--- config.mk ---
export PLATFORM = sky130hd
export DESIGN_NAME = stdp_pair_ctrl
export DESIGN_NICKNAME = d
export VERILOG_FILES = /design/src/rtl/stdp_pkg.sv /design/src/rtl/stdp_weight_sat.sv /design/src/rtl/stdp_pair_ctrl.sv
export SDC_FILE = /design/constraint.sdc
export NUM_CORES = 1
export LEC_CHECK = 0
export ABC_AREA = 1
export CAP_MARGIN = 20
export CORE_MARGIN = 1
export CORE_UTILIZATION = 45
export CTS_CLUSTER_DIAMETER = 40
export CTS_CLUSTER_SIZE = 10
export DETAILED_ROUTE_END_ITERATION = 8
export GPL_ROUTABILITY_DRIVEN = 0
export PLACE_DENSITY_LB_ADDON = 0.08
export SETUP_SLACK_MARGIN = 0.05
export SLEW_MARGIN = 20
export SYNTH_ARGS = -nofsm -noshare
export SYNTH_HDL_FRONTEND = slang
export SYNTH_SLANG_ARGS = --single-unit
--- constraint.sdc ---
create_clock -name clk -period 2.2 [get_ports clk]
set_clock_uncertainty 0.1 [all_clocks]
set_input_delay 0.22 -clock clk [delete_from_list [all_inputs] [get_ports clk]]
set_output_delay 0.22 -clock clk [all_outputs]
set_load 0.01 [all_outputs]
--- src/rtl/stdp_pkg.sv ---
// Shared types and default constants for the pair-based STDP controller.
package stdp_pkg;

    localparam int STDP_W_WIDTH = 8;
    localparam int STDP_T_WIDTH = 4;
    localparam int STDP_WINDOW  = 8;
    localparam int STDP_W_INIT  = 64;
    localparam int STDP_A_PLUS  = 16;
    localparam int STDP_A_MINUS = 16;

    typedef enum logic [1:0] {
        IDLE      = 2'd0,
        PRE_OPEN  = 2'd1,
        POST_OPEN = 2'd2,
        UPDATE    = 2'd3
    } stdp_state_t;

endpackage

--- src/rtl/stdp_weight_sat.sv ---
// Combinational STDP weight step: amplitude >> timer, then saturating add or subtract.
module stdp_weight_sat #(
    parameter int W_WIDTH = 8,
    parameter int T_WIDTH = 4
) (
    input  logic [W_WIDTH-1:0] weight,
    input  logic [T_WIDTH-1:0] shamt,
    input  logic               sign,
    input  logic [W_WIDTH-1:0] amp,
    output logic [W_WIDTH-1:0] weight_next
);

    logic [W_WIDTH-1:0] delta_s;
    logic [W_WIDTH:0]   sum_s;
    logic [W_WIDTH:0]   diff_s;

    // Decay the amplitude with dt and clamp the result into [0, 2^W_WIDTH-1].
    always_comb begin
        delta_s     = '0;
        sum_s       = '0;
        diff_s      = '0;
        weight_next = weight;
        if (32'(shamt) >= W_WIDTH) begin
            delta_s = '0;
        end else begin
            delta_s = amp >> shamt;
        end
        sum_s  = {1'b0, weight} + {1'b0, delta_s};
        diff_s = {1'b0, weight} - {1'b0, delta_s};
        if (sign) begin
            weight_next = sum_s[W_WIDTH] ? '1 : sum_s[W_WIDTH-1:0];
        end else begin
            // A borrow out of the top bit means the subtraction went below zero.
            weight_next = diff_s[W_WIDTH] ? '0 : diff_s[W_WIDTH-1:0];
        end
    end

endmodule

--- src/rtl/stdp_pair_ctrl.sv ---
// Nearest-neighbour pair STDP controller: interval timer, pairing FSM and weight register.
// Depression (POST_OPEN / A_MINUS) is built only when STDP_LTD_EN is defined.
module stdp_pair_ctrl
    import stdp_pkg::*;
#(
    parameter int W_WIDTH = STDP_W_WIDTH,
    parameter int T_WIDTH = STDP_T_WIDTH,
    parameter int WINDOW  = STDP_WINDOW,
    parameter int W_INIT  = STDP_W_INIT,
    parameter int A_PLUS  = STDP_A_PLUS,
    parameter int A_MINUS = STDP_A_MINUS
) (
    input  logic               clk,
    input  logic               rst_n,
    input  logic               learn_en,
    input  logic               pre_spike,
    input  logic               post_spike,
    output logic [W_WIDTH-1:0] weight,
    output logic [W_WIDTH-1:0] syn_current,
    output logic               w_upd,
    output logic               ltp
);

    localparam logic [T_WIDTH-1:0] T_ONE     = T_WIDTH'(1);
    localparam logic [T_WIDTH-1:0] T_LAST    = T_WIDTH'(WINDOW - 1);
    localparam logic [W_WIDTH-1:0] W_RESET   = W_WIDTH'(W_INIT);
    localparam logic [W_WIDTH-1:0] AMP_PLUS  = W_WIDTH'(A_PLUS);

    if (WINDOW < 1 || (WINDOW - 1) >= (2 ** T_WIDTH) ||
        A_PLUS >= (2 ** W_WIDTH) || A_MINUS >= (2 ** W_WIDTH)) begin : g_bad_params
        $error("stdp_pair_ctrl: parameters out of range");
    end

    stdp_state_t        state_r;
    logic [T_WIDTH-1:0] timer_r;
    logic [T_WIDTH-1:0] t_cap_r;
    logic [W_WIDTH-1:0] weight_r;
    logic [W_WIDTH-1:0] syn_current_r;
    logic               w_upd_r;
    logic [W_WIDTH-1:0] amp_s;
    logic               sign_s;
    logic [W_WIDTH-1:0] weight_next_s;

`ifdef STDP_LTD_EN
    localparam logic [W_WIDTH-1:0] AMP_MINUS = W_WIDTH'(A_MINUS);
    logic sign_r;
    logic ltp_r;
    assign sign_s = sign_r;
    assign amp_s  = sign_r ? AMP_PLUS : AMP_MINUS;
    assign ltp    = ltp_r;
`else
    assign sign_s = 1'b1;
    assign amp_s  = AMP_PLUS;
    assign ltp    = 1'b1;
`endif

    stdp_weight_sat #(
        .W_WIDTH (W_WIDTH),
        .T_WIDTH (T_WIDTH)
    ) u_weight_sat (
        .weight      (weight_r),
        .shamt       (t_cap_r),
        .sign        (sign_s),
        .amp         (amp_s),
        .weight_next (weight_next_s)
    );

    // Pairing FSM, interval timer, weight register and synaptic current.
    always_ff @(posedge clk or negedge rst_n) begin
        if (!rst_n) begin
            state_r       <= IDLE;
            timer_r       <= '0;
            t_cap_r       <= '0;
            weight_r      <= W_RESET;
            syn_current_r <= '0;
            w_upd_r       <= 1'b0;
`ifdef STDP_LTD_EN
            sign_r        <= 1'b0;
            ltp_r         <= 1'b0;
`endif
        end else begin
            syn_current_r <= pre_spike ? weight_r : '0;
            w_upd_r       <= 1'b0;
            if (!learn_en) begin
                state_r <= IDLE;
                timer_r <= '0;
            end else begin
                case (state_r)
                    IDLE: begin
                        timer_r <= '0;
                        if (pre_spike && !post_spike) begin
                            state_r <= PRE_OPEN;
`ifdef STDP_LTD_EN
                        end else if (post_spike && !pre_spike) begin
                            state_r <= POST_OPEN;
`endif
                        end else begin
                            state_r <= IDLE;
                        end
                    end
                    PRE_OPEN: begin
                        // A coincident pre is dropped in favour of completing the pair.
                        if (post_spike) begin
                            t_cap_r <= timer_r;
`ifdef STDP_LTD_EN
                            sign_r  <= 1'b1;
`endif
                            state_r <= UPDATE;
                        end else if (pre_spike) begin
                            timer_r <= '0;
                        end else if (timer_r == T_LAST) begin
                            timer_r <= '0;
                            state_r <= IDLE;
                        end else begin
                            timer_r <= timer_r + T_ONE;
                        end
                    end
`ifdef STDP_LTD_EN
                    POST_OPEN: begin
                        if (pre_spike) begin
                            t_cap_r <= timer_r;
                            sign_r  <= 1'b0;
                            state_r <= UPDATE;
                        end else if (post_spike) begin
                            timer_r <= '0;
                        end else if (timer_r == T_LAST) begin
                            timer_r <= '0;
                            state_r <= IDLE;
                        end else begin
                            timer_r <= timer_r + T_ONE;
                        end
                    end
`endif
                    UPDATE: begin
                        weight_r <= weight_next_s;
                        w_upd_r  <= 1'b1;
`ifdef STDP_LTD_EN
                        ltp_r    <= sign_r;
`endif
                        timer_r  <= '0;
                        state_r  <= IDLE;
                    end
                    default: begin
                        timer_r <= '0;
                        state_r <= IDLE;
                    end
                endcase
            end
        end
    end

    assign weight      = weight_r;
    assign syn_current = syn_current_r;
    assign w_upd       = w_upd_r;

endmodule

== After elaboration in Yosys (flattened, before gate mapping) ==
Cells that the tools add are included.
Word-level totals
  register bits: 27
  bits of input ports: 5
  output and inout bits: 18
  word-level logic and storage cells: 38
Cells by class
  $add $sub $neg: 2
  magnitude comparators: 1
  equal/unequal tests: 6
  shift operators: 1
  muxes and demuxes: 16
  reductions and logical operators: 6
Operators with widths (number)
  $mux 8: 3
  $mux 4: 5
  $add 8x8->9: 1
  $mux 2: 4
  $ne 4x4->1 const B: 2
  $shr 5x4->8 const A: 1
  $add 4x1->4 const B: 1
  $eq 4x3->1 const B: 1
  $ge 4x4->1 const B: 1
  $pmux 2 s2: 1
  $reduce_and 2->1: 2
  $mux 1: 3
  $ne 3x3->1 const B: 1
  $reduce_and 3->1: 1
  $eq 2x1->1 const B: 1
  $eq 2x2->1 const B: 1
  $logic_not 2->1: 1
  $logic_and 1x1->1: 1
  $logic_not 1->1: 1

== Longest topological paths before layout ==
Gate-level depths: netlist (run 1).
  depth in word-level cells: 6
  mapped depth: 11
  depth with buffers taken out: 11

== By module ==
A second synthesis (run 1) with hierarchy kept.
Unflattened totals
  cell total of the unflattened synthesis: 331
  area total of the unflattened synthesis: 2239.6 sq um
Modules (own cells, without submodules)
  stdp_weight_sat: instances 1, cells an instance 216, area each 1158.6 sq um, sequential area each 0.0 sq um
  stdp_pair_ctrl: instances 1, cells an instance 115, area each 1081.0 sq um, sequential area each 676.9 sq um

== Worst setup path after synthesis (run 1) ==
Ideal clock, no wire load.
  path kind: flip-flop to flip-flop
  start: reg t_cap_r[2]
  end: reg weight_r[2], in the netlist weight[2]
  arrival time: 1552 ps
  data required time: 1980 ps
  setup slack: 428 ps
  stages on the path, launching flop included: 11
  path buffers: 0
  clock period less this slack: 1772 ps
  path through: dfrtp_1 inv_1 nor4_1 ha_1 fa_1 nand2_1 nand2_1 nand3_1 nand2_2 o21ai_0 inv_1
On the way
  longest elaborated chain between the ends: 4
Ends and longest elaborated chain
  start: declaration: line stdp_pair_ctrl.sv:36  | logic [T_WIDTH-1:0] t_cap_r;
  start signal: assignment: line stdp_pair_ctrl.sv:104  | t_cap_r <= timer_r;
  $ge 4x4->1 / $shr 5x4->8 (equally long branches): line stdp_weight_sat.sv:23, stdp_weight_sat.sv:26
  $mux 8 *: line stdp_weight_sat.sv:23  | if (32'(shamt) >= W_WIDTH) begin
  $add 8x8->9 *: line stdp_weight_sat.sv:28  | sum_s = {1'b0, weight} + {1'b0, delta_s};
  $mux 8 *: line stdp_weight_sat.sv:31  | weight_next = sum_s[W_WIDTH] ? '1 : sum_s[W_WIDTH-1:0];
  end signal: assignment: line stdp_pair_ctrl.sv:135  | weight_r <= weight_next_s;
  end: declaration: line stdp_pair_ctrl.sv:37  | logic [W_WIDTH-1:0] weight_r;
Every way passes the cells marked *; elsewhere a longest branch is shown, timed or not.
A chain may end at the register's enable or synchronous reset.

== Final worst setup path (run 1) ==
Ends and elaborated chain as after synthesis.

==> results of run 1 <==
[layout make-up]
class                      count  area (um2)
fill                         261        1180
sequential                    27         677
multi-input combinational    112         586
timing repair buffer          23         225
inverter                      31         116
tap                           31        38.8
clock buffer                   3        22.5
clock inverter                 1        5.00
[cells in the final DEF (no fill, tap or decap), types with 2 or more instances in the layout]
cell             count
nor2_1              11
xnor2_1              2
clkbuf_4             3
nand2_2              2
nand4_1              2
nor3_1               4
nand3_1             15
inv_1               30
buf_4                2
clkdlybuf4s50_1     21
nand2_1             48
o21ai_0              9
dfrtp_1             26
ha_1                 6
or2_2                3
[power groups by stage]
stage | logic (uW) | clock network [uW] | registers, uW
2_1_floorplan | 147 | 0 | 563
3_3_place_gp | 231 | 0 | 561
3_5_place_dp | 235 | 0 | 561
4_1_cts | 236 | 221 | 552
5_1_grt | 265 | 240 | 557
6_report | 236 | 209 | 551
[state kept, by name, summed over array words and instances (netlist names)]
| register | count |
|---|---|
| timer_r | 4 |
| t_cap_r | 4 |
| w_upd | 1 |
| syn_current | 8 |
| state_r | 2 |
| weight | 8 |
[worst max path at each step]
| stage | from | end | slack, ns | cells past startpoint |
|---|---|---|---|---|
| 2_1_floorplan | t_cap_r[2] | weight[2] | 0.43 | 10 |
| 3_3_place_gp | t_cap_r[2] | weight[7] | 0.36 | 10 |
| 3_5_place_dp | t_cap_r[2] | weight[7] | 0.31 | 10 |
| 4_1_cts | t_cap_r[2] | weight[7] | 0.28 | 10 |
| 5_1_grt | t_cap_r[3] | weight[2] | 0.14 | 9 |
| 6_report | t_cap_r[2] | weight[2] | 0.29 | 10 |
[per-stage QoR]
stage / total power [uW] / hold slack, ns
after detailed placement: 797 / 0.382
final: 996 / 0.148
after global routing: 1060 / 0.184
after floorplan: 711 / -0.176
after CTS: 1010 / 0.154
after global placement: 792 / 0.379
[kinds of logic after synthesis]
group | count (synthesis) | synth area share, %
other cells | 1 | 0.268
compound gates | 11 | 4.02
simple gates | 90 | 28.9
xor+xnor | 3 | 1.88
flops | 27 | 48.4
fa+ha+maj | 7 | 6.80
buf+inv | 34 | 9.75
[layer usage]
metal  share of wire, %  up-vias  global-route usage (%)
met5                  0        -                       0
li1                   -      581                       -
met2                 44       26                    25.2
met1                 51      496                    24.7
met4                1.0        0                    4.08
met3                4.4        4                    2.90
==> metrics.txt, run 1 <==
Layout Cells excl Fill 228; cell taking the most area after synthesis dfrtp_1; Post-CTS Hold Buffers 0; RSZ-0062 raised after global routing no; final antenna-violating net count 0; r2r worst-path depth 10; Max Root-Sink Buffers 2; status finished, violations left; R2R setup slack 0.29 ns; final clock period utilization by the worst path 86.7%; final setup TNS 0 ns; Clock Latency Late Sink 0.31 ns; Post-synth EDFFs 0; DR vias/cell 4.86; antenna cells 0; Die W 57.8 um; delay-heaviest family, CP adder cells; peak supply drop 0.346 mV; largest net degree at the start of global routing 28; Finished Core Util 58.6%; worst path cell trace inv_1, nor4_1, ha_1, fa_1, nand2_1, nand2_1, nand3_1, nand2_2, o21ai_0, inv_1; global-route wire length before repair 4240 um; setup slack at placement 0.315 ns; Setup violations, final 0; Critical Path RT 2.33 ns; fmax 525 MHz; DP Cell Count 224; Total Routing Usage GR 16.6%; Most used DFF post-synth dfrtp_1; Pwr Density 596 nW/um2; Max stage delay on crit path 0.41 ns; vias in the first global route 967; PostCTS Resize Cnt 0; post-synth cell types 26; Post-synth ARST share 100%; maxcap violations 0; Max H-tree Level 1; top-count cell post-synth nand2_1; crit path max fanout 4; Cells after Synth 173; Slowest-stage cell, CP fa_1; Hold Fails Final Rpt 0; Pins Over Slew Limit 0; Gate power share 23.7%; Post-CTS Setup Inserts 0; row cnt 19; GRT Residual Overflow 0; Pleak 0.000900 uW; core area 2850 um2; Reg clk slew, reported paths 0.14 ns; Layout area overhead 19.4%; I/O pins 23; post-synthesis net count 185; Initial Util 49.0%; Setup crit end kind flop; Pint 701 uW; Yosys warnings 0; WL final 2540 um; Syn Area/Cell 8.09 um2; Iteration-0 DRC Markers 48; share of layout cells above drive strength 1 8.12%; CTS Buf Count 3; clock share of power 21.0%; DRC Markers 3; Avg WL per Cell 11.1 um; CP bufs+invs 2; post-layout min period 1.91 ns; Seq cells post-synth 27; Area contributors post-synth dfrtp_1 (47%), nand2_1 (13%), inv_1 (8.1%); placed cell areas 1640 um2; die height 57.8 um; r2r endpoint weight[2]; initial antenna violation count 0; startpoint types flop; CTS tree done; routed via count 1107; switch share 29.6%; die area 3340 um2; failing checks DRC; Data arrival, critical path 2.03 ns; register area share after synthesis 48.4%; crit path kind reg2reg; Setup WS post-layout 0.294 ns; synthesized area 1400 um2; Post-synth top cells nand2_1 (48), inv_1 (30), dfrtp_1 (26), nand3_1 (15), nor2_1 (11); clk sinks 27; worst min path class in2async; Yosys top cell area share 46.5%; Sw Pwr 294 uW; RR Startpoint t_cap_r[2]; IO Port Bufs 21; post-DP HPWL 1930 um; first drt pass iteration count 6; clk root buf clkbuf_4; Final nets 210; final instance area 1670 um2; Flop pwr share 55.4%
Power figures use the tool's default switching activity.
==> inputs of run 2 (changes only) <==
==> constraint.sdc (replaced) <==
create_clock -name clk -period 1.85 [get_ports clk]
set_clock_uncertainty 0.1 [all_clocks]
set_input_delay 0.185 -clock clk [delete_from_list [all_inputs] [get_ports clk]]
set_output_delay 0.185 -clock clk [all_outputs]
set_load 0.01 [all_outputs]
==> run 2 against run 1 <==
Compared with the run above: the run still ends with DRC left; non-clock buffer count is 11 higher; register-to-register slack worse by 0.28 ns; first-iteration DRC count is 4.2% higher; largest cell class unchanged; combinational power is 45% higher; critical path type unchanged.
==> metrics.txt, run 2 (same netlist as run 1, synthesis figures left out) <==
Reg clk slew, reported paths 0.15 ns (about the same); Sw Pwr 377 uW (+28%); die area 3340 um2 (unchanged); CTS Buf Count 3 (unchanged); routed via count 1191 (+7.6%); largest net degree at the start of global routing 28 (unchanged); Pleak 0.000997 uW (+11%); Critical Path RT 1.96 ns (-0.37 ns); maxcap violations 0 (unchanged); global-route wire length before repair 4880 um (+15%); I/O pins 23 (unchanged); Crit path top cell by count nand2_4; Max stage delay on crit path 0.40 ns (about the same); Data arrival, critical path 1.95 ns (-0.08 ns); Pint 875 uW (+25%); final clock period utilization by the worst path 99.5% (+13 points); Layout area overhead 30.5%; fmax 543 MHz (+3.6%); Avg WL per Cell 12.3 um (+10%); Hold Worst Slack 0.104 ns (-0.0446 ns); Initial Util 49.0% (unchanged); clk sinks 27 (unchanged); CTS tree done; post-layout min period 1.84 ns (-0.0654 ns); Clock Latency Late Sink 0.32 ns (about the same); Pins Over Slew Limit 0 (unchanged); Max Root-Sink Buffers 2 (unchanged); Max H-tree Level 1 (unchanged); row cnt 19 (unchanged); clock share of power 20.1% (-0.9 points); Pwr Density 686 nW/um2 (+15%); CP bufs+invs 2 (unchanged); peak supply drop 0.411 mV (+19%); most frequent cells in the layout nand2_1 (43), inv_1 (29), dfrtp_1 (26), clkdlybuf4s50_1 (21), buf_4 (13); WL final 2940 um (+16%); clk root buf clkbuf_4; commonest non-fill, non-tap cell in the layout nand2_1; crit path kind reg2reg; initial antenna violation count 0 (unchanged); Hold Fails Final Rpt 0 (unchanged); Setup crit end kind flop; Final Power 1250 uW (+26%); Setup violations, final 0 (unchanged); Flop pwr share 52.6% (-2.8 points); first drt pass iteration count 8 (+2); worst path cell trace inv_1, nand2_2, nor3_1, buf_4, fa_2, nand2_2, nand2_4, nand3_2, nand2_4, nand2_4, nand3_2; startpoint types flop; post-DP HPWL 2090 um (+8.3%); GRT Residual Overflow 0 (unchanged); Iteration-0 DRC Markers 50 (+4.2%); crit path max fanout 4 (unchanged); Gate power share 27.3% (+3.6 points); IO Port Bufs 21 (unchanged); failing checks DRC; Total Routing Usage GR 18.9% (+2.4 points); RSZ-0062 raised after global routing yes; vias in the first global route 1133 (+17%); worst min path class in2async; Final nets 221 (+5.2%); share of layout cells above drive strength 1 20.2% (+12 points); Post-CTS Hold Buffers 0 (unchanged); switch share 30.1% (+0.52 points); DRC Markers 2 (-1); final antenna-violating net count 0 (unchanged); antenna cells 0 (unchanged); R2R setup slack 0.009 ns (-0.28 ns); status finished, violations left; Slowest-stage cell, CP dfrtp_1; Die W 57.8 um (unchanged); DR vias/cell 4.98 (+2.6%); delay-heaviest family, CP simple AND/OR/NAND/NOR gates; core area 2850 um2 (unchanged); die height 57.8 um (unchanged)
run 2: routing by layer:
layer  part of all wire (%)  track usage [%]  up-vias
met3                    3.8             2.90        4
met1                     47             25.4      559
li1                       -                -      603
met4                   0.68             4.42        0
met5                      0                0        -
met2                     48             32.6       25
run 2: path summary, 6_finish.rpt:
check                            from              to  cells past startpoint
setup reg to reg           t_cap_r[3]       weight[0]                     11
hold reg to reg            t_cap_r[2]      t_cap_r[2]                      2
hold / removal                  rst_n  syn_current[7]                      2
max in group asynchronous       rst_n       weight[6]                      2
min in group clk            pre_spike  syn_current[1]                      3
setup / recovery           t_cap_r[3]       weight[0]                     11
run 2: worst reg2reg max path, delay by kind of cell (launching register included):
kind / cells / cell delay (ns)
fa+ha+maj: 1 / 0.38
buf+inv: 2 / 0.21
flops: 1 / 0.40
simple gates: 8 / 0.66
run 2: metrics by stage:
step | TNS, ns | cells | utilization (%) | instance area (um2) | setup slack, ns
final | 0 | 239 | 64.0 | 1830 | 0.00911
after global routing | -0.785 | 239 | 64.0 | 1830 | -0.129
after CTS | -0.0120 | 236 | 62.4 | 1780 | -0.00769
after detailed placement | -0.630 | 230 | 59.2 | 1690 | -0.102
after global placement | -0.339 | 230 | 59.2 | 1690 | -0.0652
after floorplan | 0 | 173 | - | 1400 | 0.0785
run 2: timing repair:
item	CTS	global route
resized for setup	13	7
setup endpoints to repair	8	9
gates cloned	0	0
pin swaps	11	9
buffers inserted	2	3
run 2: layout make-up:
class	instances	area (um2)
fill	247	1030
sequential	27	677
inverter	31	116
timing repair buffer	34	308
tap	31	38.8
multi-input combinational	112	659
clock buffer	4	26.3
run 2: power by group through the flow:
stage | Sequential [uW] | Combinational (uW) | Clock, uW
floorplan | 670 | 175 | 0
global placement | 665 | 299 | 0
detailed placement | 667 | 304 | 0
CTS | 658 | 312 | 268
global route | 664 | 380 | 290
finish | 658 | 342 | 252
==> inputs of run 3 (changes only) <==
--- a/config.mk
+++ b/config.mk
@@ -13,7 +13,7 @@
 export CTS_CLUSTER_SIZE = 10
 export DETAILED_ROUTE_END_ITERATION = 8
 export GPL_ROUTABILITY_DRIVEN = 0
-export PLACE_DENSITY_LB_ADDON = 0.08
+export PLACE_DENSITY_LB_ADDON = 0.1
 export SETUP_SLACK_MARGIN = 0.05
 export SLEW_MARGIN = 20
 export SYNTH_ARGS = -nofsm -noshare
==> run 3 against run 2 <==
Compared with the run above: the flow finishes with violations (DRC, setup timing); final cell count unchanged; clock power increased by 3%; largest cell class is now multi-input gates; highest routed layer unchanged; sequential power about the same; critical endpoint is now weight[2].
==> metrics.txt, run 3 (same netlist as run 1, synthesis figures left out) <==
CTS tree done; Gate power share 27.4% (about the same); Max stage delay on crit path 0.47 ns (+0.07 ns); switch share 30.9% (+0.75 points); failing checks DRC, setup timing; final antenna-violating net count 0 (unchanged); Setup violations, final 1 (+1); startpoint types flop; global-route wire length before repair 4970 um (+1.8%); core area 2850 um2 (unchanged); Sw Pwr 390 uW (+3.4%); row cnt 19 (unchanged); area of the multi-input gates 693 um2 (+5.1%); Clock Latency Late Sink 0.33 ns (about the same); most frequent cells in the layout nand2_1 (42), inv_1 (30), dfrtp_1 (25), clkdlybuf4s50_1 (21), buf_4 (13); Pins Over Slew Limit 0 (unchanged); CTS Buf Count 3 (unchanged); Pint 873 uW (-0.21%); DP Cell Count 231 (+0.43%); R2R setup slack -0.005 ns (about the same); Final nets 221 (unchanged); r2r endpoint weight[2]; I/O pins 23 (unchanged); crit path kind reg2reg; Pleak 0.000997 uW (about the same); Data arrival, critical path 1.99 ns (+0.04 ns); delay-heaviest family, CP flip-flops; Total Routing Usage GR 19.9% (+0.98 points); Hold Fails Final Rpt 0 (unchanged); Max Root-Sink Buffers 2 (unchanged); post-layout min period 1.85 ns (+0.0138 ns); routed via count 1206 (+1.3%); clk root buf clkbuf_4; antenna cells 0 (unchanged); DRC Markers 3 (+1); commonest non-fill, non-tap cell in the layout nand2_1; maxcap violations 0 (unchanged); final setup TNS -0.00470 ns (-0.00470 ns); clk sinks 27 (unchanged); largest net degree at the start of global routing 28 (unchanged); final clock period utilization by the worst path 100% (+0.75 points); Initial Util 49.0% (unchanged); WL final 3020 um (+2.9%); die height 57.8 um (unchanged); Iteration-0 DRC Markers 63 (+26%); r2r worst-path depth 9 (-2); Reg clk slew, reported paths 0.14 ns (about the same); placed cell areas 1700 um2 (+0.44%); Setup WS post-layout -0.00470 ns (-0.0138 ns); worst path cell trace inv_1, nor3_1, buf_4, fa_2, buf_4, xnor2_2, nand2_1, o21ai_2, inv_1; RSZ-0062 raised after global routing yes; RR Startpoint t_cap_r[1]; Slowest-stage cell, CP dfrtp_2; fillers 247 (unchanged); Pwr Density 679 nW/um2 (-1.0%); post-DP HPWL 2110 um (+1.1%); Max H-tree Level 1 (unchanged); die area 3340 um2 (unchanged); vias in the first global route 1117 (-1.4%); Sequential Area 678 um2 (+0.18%); CP startpoint t_cap_r[1]; worst min path class in2async; Avg WL per Cell 12.6 um (+2.9%); Critical Path RT 1.99 ns (+0.03 ns); crit path max fanout 5 (+1); Setup crit end kind flop; share of layout cells above drive strength 1 23.1% (+2.9 points); CP bufs+invs 4 (+2); Flop pwr share 52.2% (-0.4 points); fmax 539 MHz (-0.74%); first drt pass iteration count 6 (-2); DR vias/cell 5.05 (+1.3%); Layout Cells excl Fill 239 (unchanged); setup slack at placement -0.0908 ns (+0.0115 ns); Layout area overhead 33.0%; initial antenna violation count 0 (unchanged); status finished, violations left; Crit path depth 9 (-2); Finished Core Util 65.2% (+1.2 points); Die W 57.8 um (unchanged); IO Port Bufs 21 (unchanged); final instance area 1860 um2 (+1.9%); GRT Residual Overflow 0 (unchanged); peak supply drop 0.412 mV (+0.33%); clock share of power 20.5% (+0.4 points); CP Capture Point weight[2]
==> run 3: area by class of cell <==
cell class | instances | share of cell area (%)
inverters | 31 | 6.25
repair buffers | 34 | 16.5
clock buffers | 4 | 1.41
flip-flops and latches | 27 | 36.4
well taps | 31 | 2.08
multi-input cells | 112 | 37.3
==> run 3: worst min-delay path by stage <==
| stage | start | end | slack [ns] | cells after the start |
|---|---|---|---|---|
| 2_1_floorplan | rst_n | state_r[0] | -0.21 | 0 |
| 3_3_place_gp | t_cap_r[2] | t_cap_r[2] | 0.38 | 2 |
| 3_5_place_dp | t_cap_r[2] | t_cap_r[2] | 0.38 | 2 |
| 4_1_cts | rst_n | weight[2] | 0.13 | 2 |
| 5_1_grt | rst_n | weight[5] | 0.15 | 2 |
| 6_report | rst_n | syn_current[6] | 0.11 | 2 |
==> run 3: per-layer routing <==
layer | global-route usage (%) | routed length [um]
met5 | 0 | 0
met4 | 8.16 | 55
met2 | 33.1 | 1460
met1 | 26.5 | 1350
met3 | 2.68 | 155
==> run 3: per-stage QoR <==
stage	hold slack (ns)	total power, uW
floorplan	-0.211	845
global placement	0.376	970
detailed placement	0.381	981
CTS	0.127	1240
global route	0.152	1340
finish	0.105	1260
==> run 3: power by group through the flow <==
stage | Combinational, uW | Sequential (uW) | Clock, uW
after detailed placement | 313 | 668 | 0
after global routing | 384 | 665 | 287
after CTS | 322 | 659 | 263
final | 346 | 659 | 259
after global placement | 306 | 664 | 0
after floorplan | 175 | 670 | 0
==> run 3: timing repair <==
item	4_1_cts	5_1_grt
gates resized for setup	14	13
setup buffers	1	3
hold buffers	0	0
setup endpoints to repair	8	9
pin swaps	10	5
